==> src/rtl/din_debouncer_pkg.sv <==
// Shared types and helpers for the input-conditioning debouncer.
package din_debouncer_pkg;

    typedef enum logic [1:0] {
        DB_IDLE_LO = 2'd0,
        DB_PEND_HI = 2'd1,
        DB_IDLE_HI = 2'd2,
        DB_PEND_LO = 2'd3
    } debounce_state_t;

    // Width of the stability counter; never narrower than one bit.
    function automatic int cnt_width(input int cycles);
        int w;
        w = $clog2(cycles);
        return (w < 1) ? 1 : w;
    endfunction

endpackage

==> src/rtl/din_debouncer_sync_chain.sv <==
// Multi-flop synchroniser bringing an asynchronous level into the clk domain.
module sync_chain #(
    parameter int   STAGES    = 2,
    parameter logic RESET_VAL = 1'b0
) (
    input  logic clk,
    input  logic resetn,
    input  logic d,
    output logic q
);

    logic [STAGES-1:0] flops_r;

    // Shift the raw input through the chain; reset parks every flop at RESET_VAL.
    always_ff @(posedge clk) begin
        if (!resetn) begin
            flops_r <= {STAGES{RESET_VAL}};
        end else begin
            flops_r <= {flops_r[STAGES-2:0], d};
        end
    end

    assign q = flops_r[STAGES-1];

endmodule

==> src/rtl/din_debouncer.sv <==
// Debounced, synchronised copy of a raw 1-bit input with a bounce counter.
module din_debouncer
    import din_debouncer_pkg::*;
#(
    parameter int   SYNC_STAGES     = 2,
    parameter int   DEBOUNCE_CYCLES = 16,
    parameter logic RESET_LEVEL     = 1'b0,
    parameter int   GLITCH_W        = 8
) (
    input  logic                clk,
    input  logic                resetn,
    input  logic                din_async,
    input  logic                clr_glitch,
    output logic                dout,
    output logic                stable,
    output logic [GLITCH_W-1:0] glitch_count
);

    localparam int                 CW        = cnt_width(DEBOUNCE_CYCLES);
    localparam logic [CW-1:0]      CNT_ONE   = CW'(1);
    localparam logic [CW-1:0]      CNT_LAST  = CW'(DEBOUNCE_CYCLES - 1);
    localparam logic [GLITCH_W-1:0] GLITCH_MAX = {GLITCH_W{1'b1}};
    localparam logic [GLITCH_W-1:0] GLITCH_ONE = GLITCH_W'(1);
    localparam debounce_state_t    RESET_STATE = RESET_LEVEL ? DB_IDLE_HI : DB_IDLE_LO;

    logic              s_s;
    logic              glitch_s;
    debounce_state_t   state_r;
    logic [CW-1:0]     cnt_r;
    logic              dout_r;
    logic              stable_r;
    logic [GLITCH_W-1:0] glitch_r;

    sync_chain #(
        .STAGES    (SYNC_STAGES),
        .RESET_VAL (RESET_LEVEL)
    ) u_sync (
        .clk    (clk),
        .resetn (resetn),
        .d      (din_async),
        .q      (s_s)
    );

    // A pending transition aborted because the synchronised level fell back.
    always_comb begin
        glitch_s = 1'b0;
        case (state_r)
            DB_PEND_HI: glitch_s = ~s_s;
            DB_PEND_LO: glitch_s = s_s;
            default:    glitch_s = 1'b0;
        endcase
    end

    // Debounce FSM: counter, accepted level and idle indication all registered here.
    always_ff @(posedge clk) begin
        if (!resetn) begin
            state_r  <= RESET_STATE;
            cnt_r    <= '0;
            dout_r   <= RESET_LEVEL;
            stable_r <= 1'b1;
        end else begin
            case (state_r)
                DB_IDLE_LO: begin
                    if (s_s) begin
                        state_r  <= DB_PEND_HI;
                        cnt_r    <= CNT_ONE;
                        stable_r <= 1'b0;
                    end else begin
                        cnt_r    <= '0;
                        stable_r <= 1'b1;
                    end
                end
                DB_PEND_HI: begin
                    if (!s_s) begin
                        state_r  <= DB_IDLE_LO;
                        cnt_r    <= '0;
                        stable_r <= 1'b1;
                    end else if (cnt_r == CNT_LAST) begin
                        state_r  <= DB_IDLE_HI;
                        cnt_r    <= '0;
                        dout_r   <= 1'b1;
                        stable_r <= 1'b1;
                    end else begin
                        cnt_r    <= cnt_r + CNT_ONE;
                        stable_r <= 1'b0;
                    end
                end
                DB_IDLE_HI: begin
                    if (!s_s) begin
                        state_r  <= DB_PEND_LO;
                        cnt_r    <= CNT_ONE;
                        stable_r <= 1'b0;
                    end else begin
                        cnt_r    <= '0;
                        stable_r <= 1'b1;
                    end
                end
                DB_PEND_LO: begin
                    if (s_s) begin
                        state_r  <= DB_IDLE_HI;
                        cnt_r    <= '0;
                        stable_r <= 1'b1;
                    end else if (cnt_r == CNT_LAST) begin
                        state_r  <= DB_IDLE_LO;
                        cnt_r    <= '0;
                        dout_r   <= 1'b0;
                        stable_r <= 1'b1;
                    end else begin
                        cnt_r    <= cnt_r + CNT_ONE;
                        stable_r <= 1'b0;
                    end
                end
                default: begin
                    state_r  <= RESET_STATE;
                    cnt_r    <= '0;
                    dout_r   <= RESET_LEVEL;
                    stable_r <= 1'b1;
                end
            endcase
        end
    end

    // Saturating bounce counter; an explicit clear beats a simultaneous abort.
    always_ff @(posedge clk) begin
        if (!resetn) begin
            glitch_r <= '0;
        end else if (clr_glitch) begin
            glitch_r <= '0;
        end else if (glitch_s && (glitch_r != GLITCH_MAX)) begin
            glitch_r <= glitch_r + GLITCH_ONE;
        end else begin
            glitch_r <= glitch_r;
        end
    end

    assign dout         = dout_r;
    assign stable       = stable_r;
    assign glitch_count = glitch_r;

endmodule

==> config.mk <==
export PLATFORM = sky130hd
export DESIGN_NAME = din_debouncer
export DESIGN_NICKNAME = d
export VERILOG_FILES = /design/src/rtl/din_debouncer_pkg.sv /design/src/rtl/din_debouncer_sync_chain.sv /design/src/rtl/din_debouncer.sv
export SDC_FILE = /design/constraint.sdc
export NUM_CORES = 1
export LEC_CHECK = 0
export CORE_MARGIN = 2
export CORE_UTILIZATION = 30
export CTS_CLUSTER_SIZE = 10
export DETAILED_ROUTE_END_ITERATION = 8
export HOLD_SLACK_MARGIN = 0.05
export PLACE_DENSITY = 0.49
export SLEW_MARGIN = 40
export SYNTH_ARGS = -nofsm -noshare
export SYNTH_HDL_FRONTEND = slang
export SYNTH_SLANG_ARGS = --single-unit
==> constraint.sdc <==
create_clock -name clk -period 1.3 [get_ports clk]
set_input_delay 0.26 -clock clk [delete_from_list [all_inputs] [get_ports clk]]
set_output_delay 0.26 -clock clk [all_outputs]
set_load 0.05 [all_outputs]
After elaboration in Yosys (flattened, before gate mapping)
Cells that the tools add are included.
W data, S select, Z words.
- output and inout bits: 10
- register bits: 18
- input bits: 4
- word-level logic and storage cells: 54
- bitwise gates (word level): 2
- eq/ne operators: 13
- add/sub/neg operators: 2
- reduce and logical (&&, ||, !) cells: 6
- muxes and demuxes: 25
- operator list (cell ; number):
    $pmux W4 S4 ; 1
    $mux W2 ; 6
    $mux W4 ; 3
    $mux W1 ; 11
    $add A8 B1 Y8 const B ; 1
    $ne A2 B2 Y1 const B ; 4
    $ne A8 B8 Y1 const B ; 1
    $pmux W2 S4 ; 1
    $reduce_and A5 Y1 ; 1
    $add A4 B1 Y4 const B ; 1
    $eq A2 B2 Y1 const B ; 2
    $eq A4 B4 Y1 const B ; 1
    $ne A2 B1 Y1 const B ; 2
    $pmux W1 S2 ; 2
    $pmux W1 S4 ; 1
    $reduce_and A4 Y1 ; 1
    $ne A3 B2 Y1 const B ; 1
    $ne A3 B3 Y1 const B ; 1
    $eq A2 B1 Y1 const B ; 1
    $logic_not A2 Y1 ; 1
    $not A1 Y1 ; 2
    $reduce_bool A2 Y1 ; 1
    $reduce_or A2 Y1 ; 1
    $logic_and A1 B1 Y1 ; 1

Logic depth before layout (Yosys ltp)
- depth after elaboration: 4
- mapped depth: 4
- gate-level depth less buffers: 4

Hierarchy
A second synthesis with hierarchy kept.
- cell total of the unflattened synthesis: 79
- area total of the unflattened synthesis: 775.7 µm²
- by module, submodules not included (module ; times used ; cells an instance ; area each (µm²)):
    din_debouncer ; 1 ; 75 ; 723.2
    sync_chain ; 1 ; 4 ; 52.6

Worst setup path before layout
Ideal clock, no wire load.
- path type: register to register
- start point: register glitch_r[0], in the netlist glitch_count[0]
- end point: register glitch_r[4], in the netlist glitch_count[4]
- setup time: 121 ps
- stages on the path, launching flop included: 5
- arrival time: 1454 ps
- slack: -275 ps
- buffers on the path: 0
- clock period less this slack: 1575 ps
- path through: dfxtp_1 ha_1 and4_1 nand4_1 nor3b_1
- cells in the longest elaborated chain, start to end: 2
- ends and longest elaborated chain (what ; line ; RTL):
    start: declaration ; din_debouncer.sv:32 ; logic [GLITCH_W-1:0] glitch_r;
    start signal: assignment ; din_debouncer.sv:130 ; glitch_r <= glitch_r + GLITCH_ONE;
    start signal: assignment ; din_debouncer.sv:132 ; glitch_r <= glitch_r;
    parallel branches: the longest is 2 deep, another holds $add A8 B1 Y8 ; n/a ;
Several ways; the timed one is not identified.
A chain may end at the register's enable or synchronous reset.

Final worst setup path
- start point: register glitch_r[0], in the netlist glitch_count[0]
- end point: register glitch_r[7], in the netlist glitch_count[7]
The elaborated chain is that of the path after synthesis.

==> impl_metrics.csv <==
group,metric,value,unit
sta,min_period,1.24,ns
setup_path,cp.arrival,1.42,ns
cts,htreeDepth,1,
place,pre_cts_slack,-0.0147,ns
cts,post-cts-setup-buffers,0,
run,cap_violations,0,
setup_path,critPathRequiredTime,1.48,ns
cells_and_area,fin_cells,145,
floorplan,dieArea,3210,sq um
drt,top_layer,"met4",
global_routing,overflow,0,
cells_and_area,area_delta_synth_final,49.8,%
synthesis,synth_edf_count,0,
cts,clkLatencyLatePin,0.30,ns
cells_and_area,nets,121,
sta,maxSlewViolCount,0,
drt,dr.pass1.iters,4,
cts,clock_path_buffers,2,
sta,rsz0062_at_grt,"yes",
global_routing,grt_pass1_vias,704,
sta,fin_ws,0.0598,ns
setup_path,crit_slowest_cell,"dfxtp_4",
sta,setup_viol,0,
sta,skew,0.00847,ns
setup_path,cp_num_buf_inv,1,
place,dp.cells,141,
floorplan,die_h,56.6,microns
cells_and_area,fin_area,1240,sq um
pwr,p_leak,0.464,nW
sta,finalHoldViolations,0,
cts,cts_hold_buf,0,
synthesis,yosys_warnings,0,
synthesis,synth_area,831,sq um
cts,cts-root-buf,"clkbuf_4",
floorplan,core-area,2690,sq um
setup_path,crit_path_max_fanout,6,
setup_path,critPathMaxStageDelay,0.36,ns
drt,routed_wl,1880,microns
cells_and_area,antennaDiodeCount,0,
place,port_buffers,13,
synthesis,synthMuxAreaShare,4.82,%
floorplan,rows,19,
status,status,"completed",
place,place_area,1180,sq um
pwr,power_density,811,nW/um^2
drt,post_drt_wl_per_cell,13.0,microns
global_routing,antenna_found_initial,0,
synthesis,syn-instance-count,89,
sta,relSlewSlack,78.5,%
drt,wl_met2,894,microns
sta,period_share,95.4,%
global_routing,grt_pass1_wl,3220,microns
synthesis,synth_fp_nets,95,
synthesis,synth_seq_cells,18,
drt,via_count,756,
cells_and_area,finish.utilization,46.3,%
synthesis,synthSimpleGateAreaFrac,27.7,%
synthesis,postSynthAreaPerCell,9.33,sq um
drt,ant_nets,0,
drt,drtIter0Drc,23,
sta,max_freq,806,MHz
sta,tightest_slew,0.322,ns
place,gp_congestion,0.792,
synthesis,yosys.area_share.adder,3.01,%
setup_path,end_kind,"register",
cells_and_area,fillerInstances,263,
drt,wl_met3,64,microns
sta,fin_hold_ws,0.442,ns
cells_and_area,layout-drive-gt1-share,35.1,%
floorplan,ios,14,
global_routing,grt_max_degree,11,
setup_path,cp_top_family,"flip-flops",
place,dp_hpwl,1410,microns
synthesis,synth_top_family_by_area,"simple AND/OR/NAND/NOR gates",
cts,numCtsBuffers,3,
synthesis,synth_seq_area_share,43.4,%
setup_path,worstSetupPathType,"register to register",
cts,cts.sinks,18,
floorplan,die_x,56.6,microns
floorplan,start_util,30.9,%
global_routing,grt_usage,13.2,%
setup_path,cp-start-kind,"register",
drt,wl_met1,863,microns
cts,cts_tree,"built",
pwr,peakVddDrop,0.000600,V
drt,drc,0,
synthesis,synth.distinct_cells,29,
synthesis,synth_compound_area_share,14.2,%
setup_path,crit_chain,"ha_2, buf_4, nor4_1, a211oi_1",
synthesis,synthFlopType,"dfxtp_1",
cts,path_clk_slew,0.11,ns
synthesis,synthXorXnorAreaFrac,4.07,%
drt,via_per_inst,5.21,
synthesis,synth-async-reset-ratio,0,%
hold_path,min_path_type,"register to register",
## cells in the final DEF, fill, tap and decap left out, drive strengths merged, types with 4 or more instances in the layout
| cell type | n |
|---|---|
| inv | 5 |
| clkbuf | 4 |
| mux2i | 4 |
| nand3 | 6 |
| buf | 19 |
| and4 | 5 |
| dfxtp | 18 |
| nand4 | 4 |
| nand2 | 6 |
| a211oi | 4 |
| a21oi | 5 |
## stage by stage
stage / TNS (ns) / total power, mW
CTS: -0.0184 / 1.01
finish: 0 / 1.01
global route: -0.00797 / 1.05
global placement: 0 / 0.659
detailed placement: -0.0169 / 0.659
floorplan: 0 / 0.615
## report_power, final
| part | internal [mW] | total (mW) | switching [mW] |
|---|---|---|---|
| Sequential | 0.556 | 0.566 | 0.00967 |
| Clock | 0.171 | 0.360 | 0.189 |
| Combinational | 0.0432 | 0.0836 | 0.0404 |
| Total | 0.770 | 1.01 | 0.239 |
## sequential cells by signal (all words and copies together), names as in the netlist, named ones only
register        flops
cnt_r               4
dout                1
glitch_count        8
stable              1
state_r             1
u_sync.flops_r      2
## path summary, 6_finish.rpt
path	from	to	slack (ns)	depth (start not counted)
worst min-delay path	u_sync.flops_r[0]	u_sync.flops_r[1]	0.44	1
worst max register to register	glitch_count[0]	glitch_count[7]	0.06	4
worst max-delay path	glitch_count[0]	glitch_count[7]	0.06	4
worst min register to register	u_sync.flops_r[0]	u_sync.flops_r[1]	0.44	1
## metal layers
metal	vias up	global-route usage [%]
met5	-	0
met4	0	9.18
met3	4	2.07
met2	16	19.8
met1	352	17.2
li1	384	-
## cells in the mapped netlist (all sizes together), types with 3 or more instances
master / number / area share [%]
inv: 5 / 2.3
nand2b: 3 / 2.3
nand3: 6 / 3.6
nor2: 3 / 1.4
and2: 3 / 2.3
a31oi: 3 / 2.3
nor4: 3 / 2.3
nand4: 4 / 3.0
and4: 5 / 5.3
a21oi: 5 / 3.0
nand2: 6 / 2.7
a211oi: 4 / 4.2
dfxtp: 18 / 43
mux2i: 4 / 4.8
## layout make-up
type | instances | area [sq um] | area share (%)
sequential | 18 | 379 | 30.5
clock buffer | 4 | 36.3 | 2.91
tap | 31 | 38.8 | 3.12
multi-input combinational | 65 | 474 | 38.1
timing repair buffer | 22 | 298 | 23.9
inverter | 5 | 18.8 | 1.51
## logic make-up (layout without fill, tap and decap cells)
group / count (synthesis) / count (layout)
buffers and inverters: 6 / 31
adders and majority gates: 2 / 2
muxes: 4 / 4
AOI/OAI and AO/OA: 17 / 17
DFF: 18 / 18
xor gates and xnor gates: 3 / 3
and+or+nand+nor: 39 / 39
## worst register-to-register path, delay by kind of cell (launching register included)
family / cells / cell delay [ns]
buf+inv: 1 / 0.14
compound gates: 1 / 0.12
simple gates: 1 / 0.29
flops: 1 / 0.36
fa+ha+maj: 1 / 0.21
## timing repair
| item | CTS | global route |
|---|---|---|
| endpoints found under the setup margin | 4 | 14 |
| pin swaps | 0 | 2 |
| resized for setup | 0 | 6 |
Note: power is estimated with default switching activity, not from simulation.
